==> src/rtl/mips_compiler_pkg.sv <==
// Shared decode constants: instruction IDs, opcode/funct fields, exception codes.
// Latency: n/a (constants only).
// Backpressure: n/a.
package mips_pkg;

    localparam logic [5:0] mips_NOP     = 6'd0;
    localparam logic [5:0] mips_ADD     = 6'd1;
    localparam logic [5:0] mips_ADDU    = 6'd2;
    localparam logic [5:0] mips_SUB     = 6'd3;
    localparam logic [5:0] mips_SUBU    = 6'd4;
    localparam logic [5:0] mips_AND     = 6'd5;
    localparam logic [5:0] mips_OR      = 6'd6;
    localparam logic [5:0] mips_XOR     = 6'd7;
    localparam logic [5:0] mips_NOR     = 6'd8;
    localparam logic [5:0] mips_SLT     = 6'd9;
    localparam logic [5:0] mips_SLTU    = 6'd10;
    localparam logic [5:0] mips_SLL     = 6'd11;
    localparam logic [5:0] mips_SRL     = 6'd12;
    localparam logic [5:0] mips_SRA     = 6'd13;
    localparam logic [5:0] mips_SLLV    = 6'd14;
    localparam logic [5:0] mips_SRLV    = 6'd15;
    localparam logic [5:0] mips_SRAV    = 6'd16;
    localparam logic [5:0] mips_ADDI    = 6'd17;
    localparam logic [5:0] mips_ADDIU   = 6'd18;
    localparam logic [5:0] mips_ANDI    = 6'd19;
    localparam logic [5:0] mips_ORI     = 6'd20;
    localparam logic [5:0] mips_XORI    = 6'd21;
    localparam logic [5:0] mips_LUI     = 6'd22;
    localparam logic [5:0] mips_SLTI    = 6'd23;
    localparam logic [5:0] mips_SLTIU   = 6'd24;
    localparam logic [5:0] mips_LW      = 6'd25;
    localparam logic [5:0] mips_LB      = 6'd26;
    localparam logic [5:0] mips_LBU     = 6'd27;
    localparam logic [5:0] mips_LH      = 6'd28;
    localparam logic [5:0] mips_LHU     = 6'd29;
    localparam logic [5:0] mips_SW      = 6'd30;
    localparam logic [5:0] mips_SB      = 6'd31;
    localparam logic [5:0] mips_SH      = 6'd32;
    localparam logic [5:0] mips_BEQ     = 6'd33;
    localparam logic [5:0] mips_BNE     = 6'd34;
    localparam logic [5:0] mips_BLEZ    = 6'd35;
    localparam logic [5:0] mips_BGTZ    = 6'd36;
    localparam logic [5:0] mips_BLTZ    = 6'd37;
    localparam logic [5:0] mips_BGEZ    = 6'd38;
    localparam logic [5:0] mips_J       = 6'd39;
    localparam logic [5:0] mips_JAL     = 6'd40;
    localparam logic [5:0] mips_JR      = 6'd41;
    localparam logic [5:0] mips_JALR    = 6'd42;
    localparam logic [5:0] mips_MULT    = 6'd43;
    localparam logic [5:0] mips_MULTU   = 6'd44;
    localparam logic [5:0] mips_DIV     = 6'd45;
    localparam logic [5:0] mips_DIVU    = 6'd46;
    localparam logic [5:0] mips_MFHI    = 6'd47;
    localparam logic [5:0] mips_MFLO    = 6'd48;
    localparam logic [5:0] mips_MTHI    = 6'd49;
    localparam logic [5:0] mips_MTLO    = 6'd50;
    localparam logic [5:0] mips_MFC0    = 6'd51;
    localparam logic [5:0] mips_MTC0    = 6'd52;
    localparam logic [5:0] mips_ERET    = 6'd53;
    localparam logic [5:0] mips_UNKNOWN = 6'd63;

    localparam logic [5:0] OP_SPECIAL = 6'd0,  OP_REGIMM = 6'd1,  OP_J    = 6'd2,  OP_JAL  = 6'd3;
    localparam logic [5:0] OP_BEQ     = 6'd4,  OP_BNE    = 6'd5,  OP_BLEZ = 6'd6,  OP_BGTZ = 6'd7;
    localparam logic [5:0] OP_ADDI    = 6'd8,  OP_ADDIU  = 6'd9,  OP_SLTI = 6'd10, OP_SLTIU = 6'd11;
    localparam logic [5:0] OP_ANDI    = 6'd12, OP_ORI    = 6'd13, OP_XORI = 6'd14, OP_LUI  = 6'd15;
    localparam logic [5:0] OP_COP0    = 6'd16;
    localparam logic [5:0] OP_LB      = 6'd32, OP_LH     = 6'd33, OP_LW   = 6'd35, OP_LBU  = 6'd36;
    localparam logic [5:0] OP_LHU     = 6'd37, OP_SB     = 6'd40, OP_SH   = 6'd41, OP_SW   = 6'd43;

    localparam logic [5:0] FN_SLL  = 6'd0,  FN_SRL   = 6'd2,  FN_SRA  = 6'd3,  FN_SLLV = 6'd4;
    localparam logic [5:0] FN_SRLV = 6'd6,  FN_SRAV  = 6'd7,  FN_JR   = 6'd8,  FN_JALR = 6'd9;
    localparam logic [5:0] FN_MFHI = 6'd16, FN_MTHI  = 6'd17, FN_MFLO = 6'd18, FN_MTLO = 6'd19;
    localparam logic [5:0] FN_MULT = 6'd24, FN_MULTU = 6'd25, FN_DIV  = 6'd26, FN_DIVU = 6'd27;
    localparam logic [5:0] FN_ADD  = 6'd32, FN_ADDU  = 6'd33, FN_SUB  = 6'd34, FN_SUBU = 6'd35;
    localparam logic [5:0] FN_AND  = 6'd36, FN_OR    = 6'd37, FN_XOR  = 6'd38, FN_NOR  = 6'd39;
    localparam logic [5:0] FN_SLT  = 6'd42, FN_SLTU  = 6'd43;

    localparam logic [4:0] RS_MF   = 5'd0, RS_MT = 5'd4;
    localparam logic [4:0] RT_BLTZ = 5'd0, RT_BGEZ = 5'd1;
    localparam logic [31:0] ERET_WORD = 32'h4200_0018;

    // Exception codes reported by the stage registers.
    localparam logic [4:0] Int  = 5'd0;
    localparam logic [4:0] AdEL = 5'd4;
    localparam logic [4:0] AdES = 5'd5;

endpackage

==> src/rtl/mips_compiler_if.sv <==
// Instruction word in, decoded ID (combinational + registered) and reserved-instruction flag out.
// Latency: n/a (bundle of wires).
// Backpressure: none.
interface mips_compiler_if;
    logic [31:0] Instr;
    logic [5:0]  MIPS;
    logic [5:0]  MIPS_R;
    logic        RI;

    modport master (output Instr, input MIPS, input MIPS_R, input RI);
    modport slave  (input Instr, output MIPS, output MIPS_R, output RI);
endinterface

==> src/rtl/mips_compiler.sv <==
// Classifies a MIPS instruction word into a 6-bit ID shared by every pipeline stage.
// Latency: MIPS/RI combinational; MIPS_R one clk later.
// Backpressure: none; a new word may be presented every cycle.
module mips_compiler
    import mips_pkg::*;
(
    input  logic             clk,
    input  logic             reset,
    mips_compiler_if.slave   bus
);

    logic [5:0] op;
    logic [5:0] funct;
    logic [4:0] rs;
    logic [4:0] rt;
    logic [5:0] id;

    assign op    = bus.Instr[31:26];
    assign rs    = bus.Instr[25:21];
    assign rt    = bus.Instr[20:16];
    assign funct = bus.Instr[5:0];

    // The all-zero word is sll $0,$0,0 but is reported as NOP first.
    always_comb begin
        id = mips_UNKNOWN;
        if (bus.Instr == 32'h0000_0000) begin
            id = mips_NOP;
        end else begin
            case (op)
                OP_SPECIAL: begin
                    case (funct)
                        FN_SLL:   id = mips_SLL;
                        FN_SRL:   id = mips_SRL;
                        FN_SRA:   id = mips_SRA;
                        FN_SLLV:  id = mips_SLLV;
                        FN_SRLV:  id = mips_SRLV;
                        FN_SRAV:  id = mips_SRAV;
                        FN_JR:    id = mips_JR;
                        FN_JALR:  id = mips_JALR;
                        FN_MFHI:  id = mips_MFHI;
                        FN_MTHI:  id = mips_MTHI;
                        FN_MFLO:  id = mips_MFLO;
                        FN_MTLO:  id = mips_MTLO;
                        FN_MULT:  id = mips_MULT;
                        FN_MULTU: id = mips_MULTU;
                        FN_DIV:   id = mips_DIV;
                        FN_DIVU:  id = mips_DIVU;
                        FN_ADD:   id = mips_ADD;
                        FN_ADDU:  id = mips_ADDU;
                        FN_SUB:   id = mips_SUB;
                        FN_SUBU:  id = mips_SUBU;
                        FN_AND:   id = mips_AND;
                        FN_OR:    id = mips_OR;
                        FN_XOR:   id = mips_XOR;
                        FN_NOR:   id = mips_NOR;
                        FN_SLT:   id = mips_SLT;
                        FN_SLTU:  id = mips_SLTU;
                        default:  id = mips_UNKNOWN;
                    endcase
                end
                OP_REGIMM: begin
                    if (rt == RT_BLTZ)      id = mips_BLTZ;
                    else if (rt == RT_BGEZ) id = mips_BGEZ;
                    else                    id = mips_UNKNOWN;
                end
                OP_COP0: begin
                    // ERET is an exact-word match; MFC0/MTC0 look only at rs.
                    if (bus.Instr == ERET_WORD) id = mips_ERET;
                    else if (rs == RS_MF)       id = mips_MFC0;
                    else if (rs == RS_MT)       id = mips_MTC0;
                    else                        id = mips_UNKNOWN;
                end
                OP_J:     id = mips_J;
                OP_JAL:   id = mips_JAL;
                OP_BEQ:   id = mips_BEQ;
                OP_BNE:   id = mips_BNE;
                OP_BLEZ:  id = mips_BLEZ;
                OP_BGTZ:  id = mips_BGTZ;
                OP_ADDI:  id = mips_ADDI;
                OP_ADDIU: id = mips_ADDIU;
                OP_SLTI:  id = mips_SLTI;
                OP_SLTIU: id = mips_SLTIU;
                OP_ANDI:  id = mips_ANDI;
                OP_ORI:   id = mips_ORI;
                OP_XORI:  id = mips_XORI;
                OP_LUI:   id = mips_LUI;
                OP_LB:    id = mips_LB;
                OP_LH:    id = mips_LH;
                OP_LW:    id = mips_LW;
                OP_LBU:   id = mips_LBU;
                OP_LHU:   id = mips_LHU;
                OP_SB:    id = mips_SB;
                OP_SH:    id = mips_SH;
                OP_SW:    id = mips_SW;
                default:  id = mips_UNKNOWN;
            endcase
        end
    end

    assign bus.MIPS = id;
    assign bus.RI   = (id == mips_UNKNOWN);

    always_ff @(posedge clk) begin
        if (reset) bus.MIPS_R <= mips_NOP;
        else       bus.MIPS_R <= id;
    end

endmodule

==> src/flat_wrapper.sv <==
// flat-port wrapper written by rule: the top's interface ports become plain ports
module mips_compiler_flat import mips_pkg::*;
  (clk, reset, bus_Instr, bus_MIPS, bus_MIPS_R, bus_RI);
  mips_compiler_if bus_i ();
  input  logic clk;
  input  logic reset;
  input wire logic [$bits(bus_i.Instr)-1:0] bus_Instr;
  output wire logic [$bits(bus_i.MIPS)-1:0] bus_MIPS;
  output wire logic [$bits(bus_i.MIPS_R)-1:0] bus_MIPS_R;
  output wire logic [$bits(bus_i.RI)-1:0] bus_RI;
  assign bus_i.Instr = bus_Instr;
  assign bus_MIPS = bus_i.MIPS;
  assign bus_MIPS_R = bus_i.MIPS_R;
  assign bus_RI = bus_i.RI;
  mips_compiler u_core (.clk(clk), .reset(reset), .bus(bus_i));
endmodule
==> config.mk <==
export PLATFORM = sky130hd
export DESIGN_NAME = mips_compiler_flat
export DESIGN_NICKNAME = d
export VERILOG_FILES = /design/src/rtl/mips_compiler_pkg.sv /design/src/rtl/mips_compiler_if.sv /design/src/rtl/mips_compiler.sv /design/src/flat_wrapper.sv
export SDC_FILE = /design/constraint.sdc
export NUM_CORES = 1
export LEC_CHECK = 0
export ABC_AREA = 1
export BUFFER_PORTS_ARGS = -buffer_cell sky130_fd_sc_hd__buf_2
export CORE_MARGIN = 2
export CORE_UTILIZATION = 34
export DETAILED_ROUTE_END_ITERATION = 10
export HOLD_SLACK_MARGIN = 0.05
export PLACE_DENSITY = 0.63
export SLEW_MARGIN = 15
export SYNTH_ARGS = -nofsm -noshare
export SYNTH_HDL_FRONTEND = slang
export SYNTH_SLANG_ARGS = --single-unit
==> constraint.sdc <==
create_clock -name clk -period 1.1 [get_ports clk]
set_clock_uncertainty 0.05 [all_clocks]
set_input_delay 0.055 -clock clk [delete_from_list [all_inputs] [get_ports clk]]
set_output_delay 0.055 -clock clk [all_outputs]
set_load 0.02 [all_outputs]
==> results of run 1 <==
## timing repair
item | CTS | global route
hold buffers | 1 | 0
setup endpoints to repair | 12 | 13
pin swaps | 52 | 26
hold endpoints to repair | 6 | 0
resized for setup | 89 | 30
gates cloned | 0 | 0
setup buffers | 18 | 5
## final timing paths
| check | startpoint | endpoint | depth (start not counted) |
|---|---|---|---|
| max | bus_Instr[29] | bus_RI | 13 |
| min | bus_Instr[6] | u_core.bus.MIPS_R[3] | 7 |
## through the flow
| step | instance area, µm² | util [%] |
|---|---|---|
| after detailed placement | 1960 | 57.4 |
| after global placement | 1960 | 57.4 |
| after CTS | 2400 | 70.1 |
| final | 2530 | 74.0 |
| after floorplan | 1290 | - |
| after global routing | 2530 | 74.0 |
## synth_stat cells, drive strengths merged
| master | instances | area share (%) |
|---|---|---|
| a211oi | 1 | 0.60 |
| a21boi | 1 | 0.60 |
| a21oi | 9 | 3.6 |
| a311oi | 1 | 0.70 |
| buf | 1 | 0.40 |
| clkinv | 1 | 0.70 |
| dfxtp | 6 | 9.6 |
| ha | 5 | 5.0 |
| inv | 31 | 9.3 |
| nand2 | 56 | 19 |
| nand3 | 29 | 15 |
| nand3b | 3 | 1.8 |
| nand4 | 6 | 3.0 |
| nor2 | 57 | 22 |
| nor3 | 6 | 2.4 |
| nor3b | 1 | 0.60 |
| nor4 | 1 | 0.50 |
| o21a | 1 | 0.60 |
| o21ai | 10 | 4.0 |
## layout make-up
cell class / count / area (µm²) / share of cell area (%)
Clock buffer: 3 / 22.5 / 0.891
Timing Repair Buffer: 117 / 933 / 36.9
Multi-Input combinational cell: 187 / 1260 / 49.9
Inverter: 32 / 133 / 5.25
Tap cell: 46 / 57.6 / 2.28
Sequential cell: 6 / 120 / 4.75
## cells by family after synthesis
logic type | after synthesis
flip-flops | 6
adder cells (fa/ha/maj) | 5
AND/OR/NAND/NOR | 159
AO/OA/AOI/OAI | 23
buffers and inverters | 33
## power breakdown
group / internal, mW / switching (mW)
clock network: 0.123 / 0.0781
registers: 0.241 / 0.00403
logic: 0.480 / 0.512
total: 0.845 / 0.594
## routing by layer
metal | track usage, % | vias up
met3 | 1.04 | 12
met4 | 7.18 | 0
met2 | 42.1 | 118
met5 | 0 | -
li1 | - | 972
met1 | 27.7 | 858
## cells in the final DEF (no fill, tap or decap), types with 2 or more instances in the layout
master / synthesis / final
a21oi_1: 9 / 8
buf_2: 1 / 30
buf_4: 0 / 57
buf_6: 0 / 24
buf_8: 0 / 5
clkbuf_4: 0 / 3
dfxtp_1: 6 / 6
ha_2: 0 / 2
ha_4: 0 / 2
inv_1: 27 / 17
inv_2: 4 / 12
inv_4: 0 / 2
nand2_1: 50 / 37
nand2_2: 4 / 11
nand2_4: 2 / 8
nand3_1: 22 / 15
nand3_2: 6 / 10
nand3_4: 1 / 4
nand3b_1: 3 / 3
nand4_1: 6 / 6
nor2_1: 45 / 32
nor2_2: 5 / 10
nor2_4: 7 / 15
nor3_1: 6 / 2
nor3_2: 0 / 4
o21ai_0: 10 / 5
o21ai_1: 0 / 4
## worst max-delay path, cell delays in order
cell,delay [ns]
buf_8,0.10
nor2_4,0.16
nand2_2,0.11
nor2_4,0.20
nand2_2,0.09
nor2_1,0.12
o21ai_1,0.11
nand4_1,0.13
nand2_1,0.07
nor2_1,0.14
nand2_2,0.09
nor2_4,0.11
buf_6,0.12
==> run summary, run 1 <==
Root Driver: clkbuf_4
Detailed Route WL: 5260 µm
Final setup margin: -0.603 ns
Die Width: 64.5 µm
Num CTS Buffers: 3
Crit path kind: primary input to primary output
Detailed Route Iter0 Violations: 102
Largest net degree at the start of global routing: 12
Vias in the first global route: 1828
First-pass GRT wire length: 7630 µm
Cell variety after synth: 26
Vias: 1960
Worst slack at placement: -0.589 ns
Hold_ws: 0.398 ns
Leakage power: 1.26 nW
WP data arrival: 1.60 ns
DR vias/cell: 5.01
Chip height: 64.5 µm
Synth Area in Adders: 5.03%
Final #Nets: 386
Met2 wire length: 2720 µm
Seq/Total Area, Yosys: 9.65%
Endpoints failing hold: 0
Min Tclk post-route: 1.70 ns
Worst path required time: 1.00 ns
GRT overflow: 0
Syn avg cell area: 5.51 µm²
Finished Layout Cells: 391
Antenna violations before repair: 0
Max Root-Sink Buffers: 2
Final HPWL DP: 3310 µm
DRC Markers: 0
Critical Path Source Type: primary input
Remaining antenna violation count after routing: 0
Die footprint: 0.00416 mm²
Total power: 1.44 mW
Max Used Layer: met4
IO Port Bufs: 46
Core area: 0.00342 mm²
Final Cycle Share: 155%
P&R area growth vs syn: 103%
Post-Route M1 WL: 2040 µm
CTS clk-pin slew, worst paths: 0.04 ns
Rows: 21
Largest register by flop count: u_core.bus.MIPS_R
Largest vdd supply drop: 218 µV
Max Fclk: 0.587 GHz
Simple-gate share of the synthesized area: 64.7%
FF+latch count, synth: 6
Post-synthesis mux area share: 0%
Tightest Pin Transition: 0.290 ns
Max reg flops: 6
Post-Synth XOR/XNOR Area: 0%
Compound-cell area share of the yosys netlist: 10.2%
Post-Syn Area: 0.00124 mm²
PwrDens: 569 mW/mm²
Slew Limit Headroom: 80.5%
Fillers: 257
Cells after synthesis: 226
I/O pins: 47
Clock Sinks: 6
Setup_tns: -4.99 ns
Syn. warnings: 0
WL/cell: 13.4 µm
Status: finished, violations left
RSZ-0062 raised after global routing: yes
Max-cap violations: 0
Largest regs: u_core.bus.MIPS_R (6)
Final Setup Violations: 13
CTS tree: built
Gpl congestion: 0.901
Critical path endpoint category: primary output
Largest family of logic cells by synthesized area: simple AND/OR/NAND/NOR gates
Met3 Wirelength: 393 µm
Violated checks: negative setup slack
Ratio of cells with drive above 1 in the final layout: 59.4%
H-tree levels: 1
Initial Util: 36.4%
GRT Total Usage: 22.6%
HP Class: primary input to flip-flop
Syn nets: 265
Critical-path maximum fanout: 4
Pre-Repair DR Iteration Count: 4
Placed cell count: 369
Max-slew violations: 0
Diode count: 0
Note: power is estimated with default switching activity, not from simulation.
==> run 2, diff against run 1 <==
- CORE_MARGIN: 2 -> 10
==> run summary, run 2 (same netlist as run 1, synthesis figures left out) <==
HP Class: primary input to flip-flop (unchanged)
Combinational power share: 62.3% (was 69.0%)
Switching Fraction: 38.8% (was 41.3%)
Final Cycle Share: 144% (was 155%)
Die Width: 80.5 µm (was 64.5 µm)
Largest regs: u_core.bus.MIPS_R (6) (unchanged)
DR vias/cell: 4.96 (was 5.01)
Hold Path Depth: 6 (was 7)
GRT overflow: 0 (unchanged)
Remaining antenna violation count after routing: 0 (unchanged)
Crit path kind: primary input to primary output (unchanged)
Worst path required time: 1.00 ns (about the same)
Hold_ws: 0.441 ns (was 0.398 ns)
Slew Limit Headroom: 81.0% (was 80.5%)
Chip height: 80.5 µm (was 64.5 µm)
Final Setup Violations: 13 (unchanged)
PwrDens: 616 mW/mm² (was 569 mW/mm²)
Rows: 21 (unchanged)
IO Port Bufs: 46 (unchanged)
Final HPWL DP: 3730 µm (was 3310 µm)
Initial Util: 36.2% (was 36.4%)
Critical-path maximum fanout: 5 (was 4)
Core area: 0.00344 mm² (was 0.00342 mm²)
Largest register by flop count: u_core.bus.MIPS_R (unchanged)
Root Driver: clkbuf_8 (was clkbuf_4)
Met3 Wirelength: 445 µm (was 393 µm)
Detailed Route Iter0 Violations: 169 (was 102)
Diode count: 0 (unchanged)
P&R area growth vs syn: 96.1% (was 103%)
Clock Sinks: 6 (unchanged)
WHS Endpoint: u_core.bus.MIPS_R[2] (was u_core.bus.MIPS_R[3])
Commonest non-fill, non-tap cell in the layout: buf_4 (unchanged)
Ratio of cells with drive above 1 in the final layout: 57.4% (was 59.4%)
Largest net degree at the start of global routing: 11 (was 12)
DRC Markers: 0 (unchanged)
Final setup margin: -0.483 ns (was -0.603 ns)
Critical path endpoint category: primary output (unchanged)
CTS tree: built (unchanged)
Tightest Pin Transition: 0.283 ns (was 0.290 ns)
Largest vdd supply drop: 253 µV (was 218 µV)
Final #Nets: 381 (was 386)
Violated checks: negative setup slack (unchanged)
Detailed Route WL: 5200 µm (was 5260 µm)
Worst Min Path Start: bus_Instr[29] (was bus_Instr[6])
Num CTS Buffers: 3 (unchanged)
Die footprint: 0.00648 mm² (was 0.00416 mm²)
Gpl congestion: 0.904 (was 0.901)
Power Internal: 0.920 mW (was 0.845 mW)
Leakage power: 1.22 nW (was 1.26 nW)
Clock power frac: 21.3% (was 14.0%)
Vias in the first global route: 1907 (was 1828)
Most frequent cells in the layout: buf_4 (62), nand2_1 (41), nor2_1 (31), buf_2 (31), inv_1 (18) (was buf_4 (57), nand2_1 (37), nor2_1 (32), buf_2 (30), buf_6 (24))
H-tree levels: 1 (unchanged)
I/O pins: 47 (unchanged)
Vias: 1915 (was 1960)
Max-slew violations: 0 (unchanged)
Max Fclk: 0.632 GHz (was 0.587 GHz)
Max Root-Sink Buffers: 2 (unchanged)
Pre-Repair DR Iteration Count: 4 (unchanged)
Min Tclk post-route: 1.58 ns (was 1.70 ns)
RSZ-0062 raised after global routing: yes (unchanged)
First-pass GRT wire length: 8270 µm (was 7630 µm)
WL/cell: 13.5 µm (was 13.4 µm)
Flop pwr share: 16.4% (was 17.0%)
Max reg flops: 6 (unchanged)
Status: finished, violations left (unchanged)
Critical Path Source Type: primary input (unchanged)
Antenna violations before repair: 0 (unchanged)
Post-route design area: 0.00244 mm² (was 0.00253 mm²)
WP data arrival: 1.48 ns (was 1.60 ns)
Max Used Layer: met4 (unchanged)
Fillers: 289 (was 257)
Post-Route M1 WL: 2180 µm (was 2040 µm)
GRT Total Usage: 15.2% (was 22.6%)
Placed inst area: 0.00197 mm² (was 0.00196 mm²)
Met2 wire length: 2400 µm (was 2720 µm)
Max-cap violations: 0 (unchanged)
Endpoints failing hold: 0 (unchanged)
CTS clk-pin slew, worst paths: 0.04 ns (about the same)
Total net switching power: 0.584 mW (was 0.594 mW)
[run 2: cell types whose count changed in the layout (fill, tap and decap cells not counted), sizes merged]
cell	before	now
buf	116	111
[run 2: area by class of cell]
cell class,count,area [µm²],share of cell area [%]
multi-input combinational,187,1240,50.7
timing repair buffer,112,855,35.0
inverter,32,130,5.33
sequential,6,120,4.92
tap,46,57.6,2.36
clock buffer,3,41.3,1.69
[run 2: timing repair]
action                                 CTS  global route
setup endpoints to repair               13            13
hold buffers                             1             0
pin swaps                               39            20
setup buffers                           12             2
gates resized for setup                 65            32
endpoints found under the hold margin    6             0
[run 2: worst max-delay path by stage]
| stage | start | endpoint | depth (start not counted) |
|---|---|---|---|
| floorplan | bus_Instr[26] | bus_RI | 11 |
| global placement | bus_Instr[28] | bus_RI | 13 |
| detailed placement | bus_Instr[28] | bus_RI | 13 |
| CTS | bus_Instr[27] | bus_RI | 13 |
| global route | bus_Instr[31] | bus_MIPS[0] | 11 |
| finish | bus_Instr[29] | bus_RI | 12 |
[run 2: power groups by stage]
| stage | registers, mW | logic (mW) | clock network [mW] |
|---|---|---|---|
| floorplan | 0.280 | 0.351 | 0 |
| global placement | 0.249 | 0.716 | 0 |
| detailed placement | 0.250 | 0.722 | 0 |
| CTS | 0.247 | 0.854 | 0.329 |
| global route | 0.248 | 1.02 | 0.340 |
| finish | 0.246 | 0.937 | 0.320 |
[run 2: per-stage QoR]
stage | std cells | total power, mW | utilization [%] | setup WS (ns) | TNS (ns)
final | 386 | 1.50 | 70.9 | -0.483 | -4.04
after global routing | 386 | 1.60 | 70.9 | -0.563 | -4.94
after CTS | 384 | 1.43 | 67.3 | -0.426 | -3.31
after detailed placement | 370 | 0.972 | 57.2 | -0.612 | -5.50
after global placement | 370 | 0.964 | 57.2 | -0.626 | -5.52
after floorplan | 226 | 0.631 | - | -0.226 | -0.350
[run 2: critical path, cell delays in order]
cell     delay, ns
buf_6         0.11
nor2_4        0.16
nand2_2       0.10
nor2_4        0.19
buf_6         0.14
inv_8         0.04
a21oi_2       0.09
nand3_1       0.11
nand4_1       0.17
nand2_2       0.09
nor2_4        0.11
buf_6         0.12
[run 2: routing by layer]
| metal | up-vias | GRT usage, % |
|---|---|---|
| met5 | - | 0 |
| met4 | 0 | 5.81 |
| met3 | 19 | 3.23 |
| met2 | 84 | 25.2 |
| met1 | 846 | 18.5 |
| li1 | 966 | - |
==> run 3, diff against run 2 <==
- RECOVER_POWER: not set -> 100
==> run summary, run 3 (same netlist as run 1, synthesis figures left out) <==
Slew Limit Headroom: 81.0% (about the same)
Final setup margin: -0.479 ns (was -0.483 ns)
Flop pwr share: 16.5% (was 16.4%)
Leakage power: 1.20 nW (was 1.22 nW)
Violated checks: negative setup slack (unchanged)
Slowest stage delay, CP: 0.19 ns (about the same)
Worst path required time: 1.00 ns (about the same)
Switching Fraction: 39.0% (was 38.8%)
Crit path kind: primary input to primary output (unchanged)
Total net switching power: 0.585 mW (was 0.584 mW)
Chip height: 80.5 µm (unchanged)
I/O pins: 47 (unchanged)
Num CTS Buffers: 3 (unchanged)
Vias: 1910 (was 1915)
Pre-Repair DR Iteration Count: 4 (unchanged)
Core area: 0.00344 mm² (unchanged)
DR vias/cell: 4.95 (was 4.96)
Min Tclk post-route: 1.58 ns (about the same)
Largest net degree at the start of global routing: 11 (unchanged)
Critical-path maximum fanout: 5 (unchanged)
WP depth: 12 (unchanged)
RSZ-0062 raised after global routing: yes (unchanged)
Initial Util: 36.2% (unchanged)
Detailed Route Iter0 Violations: 195 (was 169)
CP cell instances: buf_6 > nor2_4 > nand2_2 > nor2_4 > buf_6 > inv_8 > a21oi_2 > nand3_1 > nand4_1 > nand2_2 > nor2_4 > buf_6 (unchanged)
Largest vdd supply drop: 251 µV (was 253 µV)
Finished Layout Cells: 386 (unchanged)
Die footprint: 0.00648 mm² (unchanged)
P&R area growth vs syn: 95.5% (was 96.1%)
CTS tree: built (unchanged)
Core Util, Final: 70.7% (was 70.9%)
Max Root-Sink Buffers: 2 (unchanged)
Placed inst area: 0.00197 mm² (unchanged)
Combinational power share: 62.1% (was 62.3%)
Ratio of cells with drive above 1 in the final layout: 55.6% (was 57.4%)
Max-cap violations: 0 (unchanged)
Largest register by flop count: u_core.bus.MIPS_R (unchanged)
Commonest non-fill, non-tap cell in the layout: buf_4 (unchanged)
Total power: 1.50 mW (about the same)
Rows: 21 (unchanged)
Clock power frac: 21.4% (was 21.3%)
Placed cell count: 370 (unchanged)
Endpoints failing hold: 0 (unchanged)
Largest regs: u_core.bus.MIPS_R (6) (unchanged)
Critical Path Source Type: primary input (unchanged)
Final HPWL DP: 3730 µm (unchanged)
Tightest Pin Transition: 0.283 ns (about the same)
Max reg flops: 6 (unchanged)
Final #Nets: 381 (unchanged)
CP endpoint: bus_RI (unchanged)
Critical path endpoint category: primary output (unchanged)
CTS clk-pin slew, worst paths: 0.04 ns (about the same)
Final Cycle Share: 144% (about the same)
Power Internal: 0.914 mW (was 0.920 mW)
PwrDens: 616 mW/mm² (about the same)
WL/cell: 13.5 µm (about the same)
GRT overflow: 0 (unchanged)
Crit-path slowest cell: nor2_4 (unchanged)
Launch point of the worst path: bus_Instr[29] (unchanged)
Setup_tns: -3.98 ns (was -4.04 ns)
WP data arrival: 1.47 ns (was 1.48 ns)
CP delay by family, top: simple AND/OR/NAND/NOR gates (unchanged)
Most frequent cells in the layout: buf_4 (62), nand2_1 (41), nor2_1 (31), buf_2 (25), inv_1 (18) (was buf_4 (62), nand2_1 (41), nor2_1 (31), buf_2 (31), inv_1 (18))
Die Width: 80.5 µm (unchanged)
Diode count: 0 (unchanged)
Antenna violations before repair: 0 (unchanged)
Clock Sinks: 6 (unchanged)
Detailed Route WL: 5210 µm (was 5200 µm)
Vias in the first global route: 1907 (unchanged)
Post-route design area: 0.00243 mm² (was 0.00244 mm²)
H-tree levels: 1 (unchanged)
Status: finished, violations left (unchanged)
Hold_ws: 0.443 ns (was 0.441 ns)
First-pass GRT wire length: 8270 µm (unchanged)
Max-slew violations: 0 (unchanged)
Gpl congestion: 0.904 (unchanged)
HP Class: primary input to flip-flop (unchanged)
DRC Markers: 0 (unchanged)
Root Driver: clkbuf_8 (unchanged)
GRT Total Usage: 15.2% (unchanged)
Worst Path Buf+Inv: 4 (unchanged)
Worst slack at placement: -0.612 ns (unchanged)
Max Fclk: 0.633 GHz (was 0.632 GHz)
Remaining antenna violation count after routing: 0 (unchanged)
Final Setup Violations: 13 (unchanged)
IO Port Bufs: 46 (unchanged)
## run 3: timing repair
action | in CTS | in global routing
hold buffers | 1 | 0
hold endpoints to repair | 6 | 0
setup buffers | 12 | 2
pin swaps | 39 | 20
resized for setup | 65 | 32
setup endpoints to repair | 13 | 13
## run 3: worst min-delay path by stage
| stage | from | end | depth (start not counted) |
|---|---|---|---|
| after detailed placement | reset | u_core.bus.MIPS_R[0] | 2 |
| after global routing | bus_Instr[29] | u_core.bus.MIPS_R[2] | 6 |
| after global placement | reset | u_core.bus.MIPS_R[5] | 2 |
| after floorplan | reset | u_core.bus.MIPS_R[2] | 1 |
| final | bus_Instr[29] | u_core.bus.MIPS_R[2] | 6 |
| after CTS | bus_Instr[29] | u_core.bus.MIPS_R[2] | 6 |
## run 3: power by group through the flow
stage          registers, mW  clock network (mW)  logic (mW)
2_1_floorplan          0.280                   0       0.351
3_3_place_gp           0.249                   0       0.716
3_5_place_dp           0.250                   0       0.722
4_1_cts                0.247               0.329       0.854
5_1_grt                0.249               0.340        1.01
6_report               0.248               0.320       0.931
## run 3: area by class of cell
cell class                      instances  area [µm²]
Tap cell                               46        57.6
Inverter                               32         130
Sequential cell                         6         120
Clock buffer                            3        41.3
Multi-Input combinational cell        187        1240
Fill cell                             293        1010
Timing Repair Buffer                  112         847
## run 3: per-layer routing
metal  GRT usage [%]  wire, µm  vias up  share of wire [%]
li1                -         -      968                  -
met1            18.5      2160      835                 41
met2            25.2      2440       90                 47
met3            3.23       466       17                8.9
met4            5.81       143        0                2.7
met5               0         0        -                  0
## run 3: tightest hold or removal path, stage by stage
cell and delay, ns:
buf_6 0.09, buf_4 0.12, nand2_1 0.08, nand3_4 0.13, buf_4 0.12, a21oi_1 0.05
